### src/rtl/pipeline_ctrl_pkg.sv
// Shared definitions for the five-stage pipeline run-control sequencer:
// state encoding, default sizes, strobe bundle and the HALT opcode used by ID.
package pipeline_ctrl_pkg;

  localparam int unsigned REG_W             = 5;
  localparam int unsigned STATE_W           = 3;
  localparam int unsigned DRAIN_CYCLES_DFLT = 3;
  localparam int unsigned CNT_W_DFLT        = 32;
  localparam int unsigned STALL_W_DFLT      = 16;
  localparam int unsigned OPCODE_W          = 6;

  // Opcode ID decodes into halt_instr.
  localparam logic [OPCODE_W-1:0] HALT_OPCODE = 6'h3F;

  typedef enum logic [STATE_W-1:0] {
    ST_IDLE   = 3'd0,
    ST_RUN    = 3'd1,
    ST_STEP   = 3'd2,
    ST_DRAIN  = 3'd3,
    ST_HALTED = 3'd4
  } seq_state_e;

  typedef struct packed {
    logic pc_enable;
    logic if_id_enable;
    logic if_id_flush;
    logic id_ex_flush;
    logic ex_mem_enable;
    logic mem_wb_enable;
  } strobe_t;

  function automatic logic is_active(input seq_state_e s);
    return (s == ST_RUN) || (s == ST_STEP);
  endfunction

endpackage

### src/rtl/pipeline_sequencer_if.sv
// Command, hazard-input and strobe/status bundle between the pipeline and its sequencer.
interface pipeline_sequencer_if #(
  parameter int unsigned CNT_W   = pipeline_ctrl_pkg::CNT_W_DFLT,
  parameter int unsigned STALL_W = pipeline_ctrl_pkg::STALL_W_DFLT
);
  import pipeline_ctrl_pkg::*;

  logic               run_cmd;
  logic               step_cmd;
  logic               halt_cmd;
  logic               halt_instr;
  logic               id_ex_mem_read;
  logic [REG_W-1:0]   id_ex_rt;
  logic [REG_W-1:0]   if_id_rs;
  logic [REG_W-1:0]   if_id_rt;
  logic               branch_taken;

  logic               pc_enable;
  logic               if_id_enable;
  logic               if_id_flush;
  logic               id_ex_flush;
  logic               ex_mem_enable;
  logic               mem_wb_enable;
  logic [STATE_W-1:0] state;
  logic               halted;
  logic [CNT_W-1:0]   cycle_count;
  logic [STALL_W-1:0] stall_count;

  modport master (
    output run_cmd, step_cmd, halt_cmd, halt_instr, id_ex_mem_read,
           id_ex_rt, if_id_rs, if_id_rt, branch_taken,
    input  pc_enable, if_id_enable, if_id_flush, id_ex_flush,
           ex_mem_enable, mem_wb_enable, state, halted, cycle_count, stall_count
  );

  modport slave (
    input  run_cmd, step_cmd, halt_cmd, halt_instr, id_ex_mem_read,
           id_ex_rt, if_id_rs, if_id_rt, branch_taken,
    output pc_enable, if_id_enable, if_id_flush, id_ex_flush,
           ex_mem_enable, mem_wb_enable, state, halted, cycle_count, stall_count
  );

endinterface

### src/rtl/load_use_detect.sv
// Load-use hazard detector: a load in ID_EX whose destination feeds the instruction in IF_ID.
module load_use_detect
  import pipeline_ctrl_pkg::*;
(
  input  logic             id_ex_mem_read_i,
  input  logic [REG_W-1:0] id_ex_rt_i,
  input  logic [REG_W-1:0] if_id_rs_i,
  input  logic [REG_W-1:0] if_id_rt_i,
  output logic             stall_o
);

  // r0 is hardwired to zero, so a load into it never creates a dependency.
  assign stall_o = id_ex_mem_read_i
                 && (id_ex_rt_i != '0)
                 && ((id_ex_rt_i == if_id_rs_i) || (id_ex_rt_i == if_id_rt_i));

endmodule

### src/rtl/pipeline_sequencer.sv
// Run/step/drain/halt sequencer with load-use bubbles and branch squash for the 5-stage pipeline.
// Define STALL_COUNTER_EN to build the saturating load-use stall counter; otherwise stall_count reads 0.
module pipeline_sequencer
  import pipeline_ctrl_pkg::*;
#(
  parameter int unsigned DRAIN_CYCLES = DRAIN_CYCLES_DFLT,
  parameter int unsigned CNT_W        = CNT_W_DFLT,
  parameter int unsigned STALL_W      = STALL_W_DFLT
) (
  input  logic          clock,
  input  logic          reset,
  pipeline_sequencer_if.slave bus
);

  localparam int unsigned DRAIN_W = (DRAIN_CYCLES > 1) ? $clog2(DRAIN_CYCLES) : 1;
  localparam logic [DRAIN_W-1:0] DRAIN_LOAD = DRAIN_W'(DRAIN_CYCLES - 1);

  seq_state_e         state_q, state_d;
  logic [DRAIN_W-1:0] drain_q, drain_d;
  logic [CNT_W-1:0]   cycle_q, cycle_d;
  strobe_t            strb;
  logic               stall;
  logic               halt_req;
  logic               active;
  logic               counting;

  load_use_detect u_load_use_detect (
    .id_ex_mem_read_i (bus.id_ex_mem_read),
    .id_ex_rt_i       (bus.id_ex_rt),
    .if_id_rs_i       (bus.if_id_rs),
    .if_id_rt_i       (bus.if_id_rt),
    .stall_o          (stall)
  );

  assign halt_req = bus.halt_instr || bus.halt_cmd;
  assign active   = is_active(state_q);
  assign counting = active || (state_q == ST_DRAIN);

  // Next state and same-cycle strobes.
  always_comb begin
    strb    = '0;
    state_d = state_q;
    drain_d = drain_q;
    case (state_q)
      ST_IDLE: begin
        if (bus.run_cmd) begin
          state_d = ST_RUN;
        end else if (bus.step_cmd) begin
          state_d = ST_STEP;
        end else if (bus.halt_cmd) begin
          state_d = ST_DRAIN;
          drain_d = DRAIN_LOAD;
        end
      end
      ST_RUN, ST_STEP: begin
        strb.pc_enable     = 1'b1;
        strb.if_id_enable  = 1'b1;
        strb.ex_mem_enable = 1'b1;
        strb.mem_wb_enable = 1'b1;
        if (halt_req) begin
          // Freeze fetch and bubble ID_EX so the HALT itself never issues.
          strb.pc_enable    = 1'b0;
          strb.if_id_enable = 1'b0;
          strb.id_ex_flush  = 1'b1;
          state_d           = ST_DRAIN;
          drain_d           = DRAIN_LOAD;
        end else begin
          if (stall) begin
            strb.pc_enable    = 1'b0;
            strb.if_id_enable = 1'b0;
            strb.id_ex_flush  = 1'b1;
          end else if (bus.branch_taken) begin
            strb.if_id_flush = 1'b1;
          end
          if (state_q == ST_STEP) begin
            state_d = ST_IDLE;
          end
        end
      end
      ST_DRAIN: begin
        strb.id_ex_flush   = 1'b1;
        strb.ex_mem_enable = 1'b1;
        strb.mem_wb_enable = 1'b1;
        if (drain_q == '0) begin
          state_d = ST_HALTED;
        end else begin
          drain_d = drain_q - DRAIN_W'(1);
        end
      end
      ST_HALTED: begin
        state_d = ST_HALTED;
      end
      default: begin
        state_d = ST_IDLE;
      end
    endcase
  end

  assign cycle_d = counting ? (cycle_q + CNT_W'(1)) : cycle_q;

  always_ff @(posedge clock) begin
    if (!reset) begin
      state_q <= ST_IDLE;
      drain_q <= '0;
      cycle_q <= '0;
    end else begin
      state_q <= state_d;
      drain_q <= drain_d;
      cycle_q <= cycle_d;
    end
  end

`ifdef STALL_COUNTER_EN
  logic               stall_evt;
  logic [STALL_W-1:0] stall_q;

  // A halt in the same cycle outranks the stall, so it is not a bubble.
  assign stall_evt = active && stall && !halt_req;

  always_ff @(posedge clock) begin
    if (!reset) begin
      stall_q <= '0;
    end else if (stall_evt && (stall_q != '1)) begin
      stall_q <= stall_q + STALL_W'(1);
    end
  end

  assign bus.stall_count = stall_q;
`else
  assign bus.stall_count = '0;
`endif

  assign bus.pc_enable     = strb.pc_enable;
  assign bus.if_id_enable  = strb.if_id_enable;
  assign bus.if_id_flush   = strb.if_id_flush;
  assign bus.id_ex_flush   = strb.id_ex_flush;
  assign bus.ex_mem_enable = strb.ex_mem_enable;
  assign bus.mem_wb_enable = strb.mem_wb_enable;
  assign bus.state         = state_q;
  assign bus.halted        = (state_q == ST_HALTED);
  assign bus.cycle_count   = cycle_q;

endmodule

### src/flat_wrapper.sv
// flat-port wrapper written by rule: the top's interface ports become plain ports
module pipeline_sequencer_flat import pipeline_ctrl_pkg::*;
#(
  parameter int unsigned DRAIN_CYCLES = DRAIN_CYCLES_DFLT,
  parameter int unsigned CNT_W        = CNT_W_DFLT,
  parameter int unsigned STALL_W      = STALL_W_DFLT
)
  (clock, reset, bus_run_cmd, bus_step_cmd, bus_halt_cmd, bus_halt_instr, bus_id_ex_mem_read, bus_id_ex_rt, bus_if_id_rs, bus_if_id_rt, bus_branch_taken, bus_pc_enable, bus_if_id_enable, bus_if_id_flush, bus_id_ex_flush, bus_ex_mem_enable, bus_mem_wb_enable, bus_state, bus_halted, bus_cycle_count, bus_stall_count);
  pipeline_sequencer_if #(.CNT_W(CNT_W), .STALL_W(STALL_W)) bus_i ();
  input  logic clock;
  input  logic reset;
  input wire logic [$bits(bus_i.run_cmd)-1:0] bus_run_cmd;
  input wire logic [$bits(bus_i.step_cmd)-1:0] bus_step_cmd;
  input wire logic [$bits(bus_i.halt_cmd)-1:0] bus_halt_cmd;
  input wire logic [$bits(bus_i.halt_instr)-1:0] bus_halt_instr;
  input wire logic [$bits(bus_i.id_ex_mem_read)-1:0] bus_id_ex_mem_read;
  input wire logic [$bits(bus_i.id_ex_rt)-1:0] bus_id_ex_rt;
  input wire logic [$bits(bus_i.if_id_rs)-1:0] bus_if_id_rs;
  input wire logic [$bits(bus_i.if_id_rt)-1:0] bus_if_id_rt;
  input wire logic [$bits(bus_i.branch_taken)-1:0] bus_branch_taken;
  output wire logic [$bits(bus_i.pc_enable)-1:0] bus_pc_enable;
  output wire logic [$bits(bus_i.if_id_enable)-1:0] bus_if_id_enable;
  output wire logic [$bits(bus_i.if_id_flush)-1:0] bus_if_id_flush;
  output wire logic [$bits(bus_i.id_ex_flush)-1:0] bus_id_ex_flush;
  output wire logic [$bits(bus_i.ex_mem_enable)-1:0] bus_ex_mem_enable;
  output wire logic [$bits(bus_i.mem_wb_enable)-1:0] bus_mem_wb_enable;
  output wire logic [$bits(bus_i.state)-1:0] bus_state;
  output wire logic [$bits(bus_i.halted)-1:0] bus_halted;
  output wire logic [$bits(bus_i.cycle_count)-1:0] bus_cycle_count;
  output wire logic [$bits(bus_i.stall_count)-1:0] bus_stall_count;
  assign bus_i.run_cmd = bus_run_cmd;
  assign bus_i.step_cmd = bus_step_cmd;
  assign bus_i.halt_cmd = bus_halt_cmd;
  assign bus_i.halt_instr = bus_halt_instr;
  assign bus_i.id_ex_mem_read = bus_id_ex_mem_read;
  assign bus_i.id_ex_rt = bus_id_ex_rt;
  assign bus_i.if_id_rs = bus_if_id_rs;
  assign bus_i.if_id_rt = bus_if_id_rt;
  assign bus_i.branch_taken = bus_branch_taken;
  assign bus_pc_enable = bus_i.pc_enable;
  assign bus_if_id_enable = bus_i.if_id_enable;
  assign bus_if_id_flush = bus_i.if_id_flush;
  assign bus_id_ex_flush = bus_i.id_ex_flush;
  assign bus_ex_mem_enable = bus_i.ex_mem_enable;
  assign bus_mem_wb_enable = bus_i.mem_wb_enable;
  assign bus_state = bus_i.state;
  assign bus_halted = bus_i.halted;
  assign bus_cycle_count = bus_i.cycle_count;
  assign bus_stall_count = bus_i.stall_count;
  pipeline_sequencer #(.DRAIN_CYCLES(DRAIN_CYCLES), .CNT_W(CNT_W), .STALL_W(STALL_W)) u_core (.clock(clock), .reset(reset), .bus(bus_i));
endmodule
### config.mk
export PLATFORM = sky130hd
export DESIGN_NAME = pipeline_sequencer_flat
export DESIGN_NICKNAME = d
export VERILOG_FILES = /design/src/rtl/pipeline_ctrl_pkg.sv /design/src/rtl/pipeline_sequencer_if.sv /design/src/rtl/load_use_detect.sv /design/src/rtl/pipeline_sequencer.sv /design/src/flat_wrapper.sv
export SDC_FILE = /design/constraint.sdc
export NUM_CORES = 1
export LEC_CHECK = 0
export ABC_CLOCK_PERIOD_IN_PS = 2000
export CAP_MARGIN = 10
export CORE_UTILIZATION = 40
export CTS_CLUSTER_DIAMETER = 40
export DETAILED_ROUTE_END_ITERATION = 6
export PLACE_DENSITY = 0.76
export SLEW_MARGIN = 20
export SYNTH_ARGS = -nofsm -noshare
export SYNTH_HDL_FRONTEND = slang
export SYNTH_SLANG_ARGS = --single-unit
### constraint.sdc
create_clock -name clock -period 2 [get_ports clock]
set_clock_uncertainty 0.15 [all_clocks]
set_input_delay 0.4 -clock clock [delete_from_list [all_inputs] [get_ports clock]]
set_output_delay 0.4 -clock clock [all_outputs]
set_load 0.01 [all_outputs]
==> flow_summary.toml <==
[yosys]
ys_ff_latch = 37
yosysUniqueCellTypes = 37
netlist_top_cells_area = "dfxtp_1 (35%), xor2_1 (10%), buf_4 (6.4%)"
synth_warnings = 0
synth_edf_count = 0
synthCells = 260
async_reset_ff_share_pct = 0
yosysSeqAreaShare_pct = 35.2
synth_top_area_share_pct = 35.2
syn-cell-area_um2 = 2110
synth.avg_cell_area_um2 = 8.10
yosys_most_used_dff = "dfxtp_1"
yosysTopAreaCell = "dfxtp_1"

[sta]
timing.fmax_mhz = 477
finalCritPeriodShare_pct = 105
final_hold_viol_count = 0
finalSetupTns_ns = -0.267
period_needed_ns = 2.10
setup_viol = 4
setup_ws_ns = -0.0981
slew_viol_final = 0
rsz0062_at_grt = "true"

[grt]
track_usage_pct = 18.2
grt_pass1_wl_um = 7710
grt_max_degree = 37
grt_pass1_vias = 1746
antenna_found_initial = 0
overflow = 0

[layout]
fillers = 441
nets = 383
final-seq-area_um2 = 757
multi_input_area_um2 = 1330
design_area_um2 = 3240
syn_to_final_growth_pct = 53.7
drive_gt1_share_pct = 24.0
diodes = 0

[die]
die_h_um = 74.6
initial_core_util_pct = 41.5
die_area_um2 = 5560
die_w_um = 74.6
rows = 26
io_pins = 81
fp.coreArea_um2 = 5070

[placement]
port_buffers = 64
post-dp-hpwl_um = 3550
place.gp.congestion = 0.860
dpl_cell_area_um2 = 3000

[clocking]
cts_htree_levels = 2
cts_max_path_buffers = 2
worstSkewPairLatency_ns = 0.28
cts_tree = "done"
clockRootBuffer = "clkbuf_8"
hold_buffers = 0
clock_sinks = 37
clk_pin_slew_ns = 0.07
cts_buffers = 5

[setup_path]
reg2reg_to = "u_core.bus.cycle_count[31]"
worst-r2r-cell-count = 6
critical_path_class = "primary input to output port"
slowest_delay_ns = 0.53
r2r_slack_ns = 0.08
start_kind = "primary input"
endpoint = "bus_id_ex_flush"
worst_ep_arrival_time_ns = 1.55
crit_path_end_kind = "output port"
cp-startpoint = "bus_id_ex_rt[2]"
cp_cell_sequence = "buf_6 > or4_4 > o21ai_4 > buf_4 > o41ai_2 > buf_2"
critPathRequiredTime_ns = 1.45
cp_max_fo = 2
worst-path-buf-inv = 3
path_depth = 6
worst_path_dominant_cell_family = "simple AND/OR/NAND/NOR gates"
slowest_stage = "or4_4"
r2r-start = "u_core.bus.cycle_count[14]"

[min_path]
hp-class = "flop to flop"
min_path_cells = 2

[pwr]
ir_drop_mv = 0.412
pwr-share-clk_pct = 26.4
comb_power_share_pct = 31.6
net-switching-power_w = 0.000591
power.internal_w = 0.00137
power.share.switching_pct = 30.1
seqPwrFrac_pct = 42.0
cellPowerDensity_nw_per_um2 = 607
p_leak_nw = 1.33

[drt]
wirelength_um = 5110
wl_per_cell_um = 11.9
drt_iter0_drc = 81
post-route-drc-count = 0
ant_nets = 0
vias = 2111
viasPerCell = 4.93
firstDrtPassIters = 6

[run_status]
violations = "negative setup slack"
run_status = "finished, violations left"

[run]
maxCapViolations = 0
-- power by group through the flow --
| stage | Combinational (W) | Clock, W | Sequential, W |
|---|---|---|---|
| floorplan | 0.000348 | 0 | 0.000843 |
| global placement | 0.000605 | 0 | 0.000836 |
| detailed placement | 0.000612 | 0 | 0.000838 |
| CTS | 0.000603 | 0.000529 | 0.000823 |
| global route | 0.000682 | 0.000565 | 0.000829 |
| finish | 0.000619 | 0.000518 | 0.000825 |
-- cell usage in the layout (no fill, tap or decap), types with 3 or more instances in the layout --
master / Yosys / final
conb_1: 1 / 16
clkbuf_8: 0 / 6
nand2_1: 14 / 14
buf_12: 0 / 3
inv_1: 7 / 7
nand3_1: 15 / 14
a21oi_1: 14 / 14
nor3_1: 8 / 5
xor2_1: 25 / 24
and2_1: 7 / 7
buf_4: 18 / 36
xnor2_1: 9 / 9
a211oi_1: 3 / 3
dlygate4sd2_1: 0 / 11
o21ai_0: 12 / 11
nand4_1: 9 / 9
dfxtp_1: 37 / 28
buf_2: 2 / 4
clkdlybuf4s50_1: 0 / 39
clkdlybuf4s15_1: 0 / 3
or3_1: 7 / 7
dfxtp_2: 0 / 7
nor2_1: 35 / 34
buf_6: 0 / 4
-- worst register-to-register path, delay by kind of cell, from the launching register on --
family | cells | cell delay, ns
AO/OA/AOI/OAI | 1 | 0.14
flip-flops | 1 | 0.34
AND/OR/NAND/NOR | 4 | 1.04
buffers and inverters | 1 | 0.20
-- how the worst min path moves through the flow --
stage | startpoint | to | slack [ns]
floorplan | u_core.drain_q[0] | u_core.drain_q[0] | 0.29
global placement | u_core.drain_q[0] | u_core.drain_q[0] | 0.30
detailed placement | u_core.drain_q[0] | u_core.drain_q[0] | 0.31
CTS | u_core.drain_q[0] | u_core.drain_q[0] | 0.32
global route | u_core.bus.cycle_count[31] | u_core.bus.cycle_count[31] | 0.34
finish | u_core.bus.cycle_count[31] | u_core.bus.cycle_count[31] | 0.33
-- cells by family after synthesis --
group	synth area share [%]
AND/OR/NAND/NOR	28.8
AO/OA/AOI/OAI	10.6
buffers and inverters	9.92
flip-flops	35.2
XOR/XNOR	14.1
adder cells (fa/ha/maj)	1.19
other	0.178
-- through the flow --
stage          instances  power [W]  utilization (%)  worst slack [ns]  hold WS, ns
6_report             428    0.00196             63.8           -0.0981        0.325
4_1_cts              420    0.00196             60.9           -0.0880        0.324
3_3_place_gp         412    0.00144             59.1            -0.911        0.300
5_1_grt              428    0.00208             63.8            -0.125        0.343
3_5_place_dp         412    0.00145             59.1            -0.946        0.312
2_1_floorplan        275    0.00119                -           -0.0467        0.287
-- Yosys cell counts, drive strengths merged (3+ instances only) --
library cell	n
dfxtp	37
nor2	35
xor2	25
buf	20
nand3	15
a21oi	14
nand2	14
nand4	12
o21ai	12
clkbuf	9
xnor2	9
nor3	8
and2	7
inv	7
or3	7
nor4	4
a211oi	3
nor2b	3
-- routing by layer --
metal / up-vias / global-route usage [%] / wire length (µm)
met4: 0 / 6.50 / 85
met2: 57 / 28.8 / 2560
met5: - / 0 / 0
met1: 991 / 23.6 / 2260
li1: 1055 / - / -
met3: 8 / 5.42 / 206
-- what timing repair did --
action                     CTS  global route
setup endpoints to repair    8            15
gates resized for setup     66            21
setup buffers                1             7
pin swaps                   15            14
cloned                       0             1
-- flip-flops by register name, indices dropped and copies added (netlist names) --
register and count:
u_core.bus.cycle_count 32, u_core.bus.state 3, u_core.drain_q 2
-- final cells by class --
class | instances | area share, %
flip-flops and latches | 37 | 23.4
repair buffers | 104 | 29.4
well taps | 70 | 2.71
multi-input cells | 202 | 41.0
inverters | 8 | 0.928
clock buffers | 7 | 2.67
(Power assumes the default switching activity.)
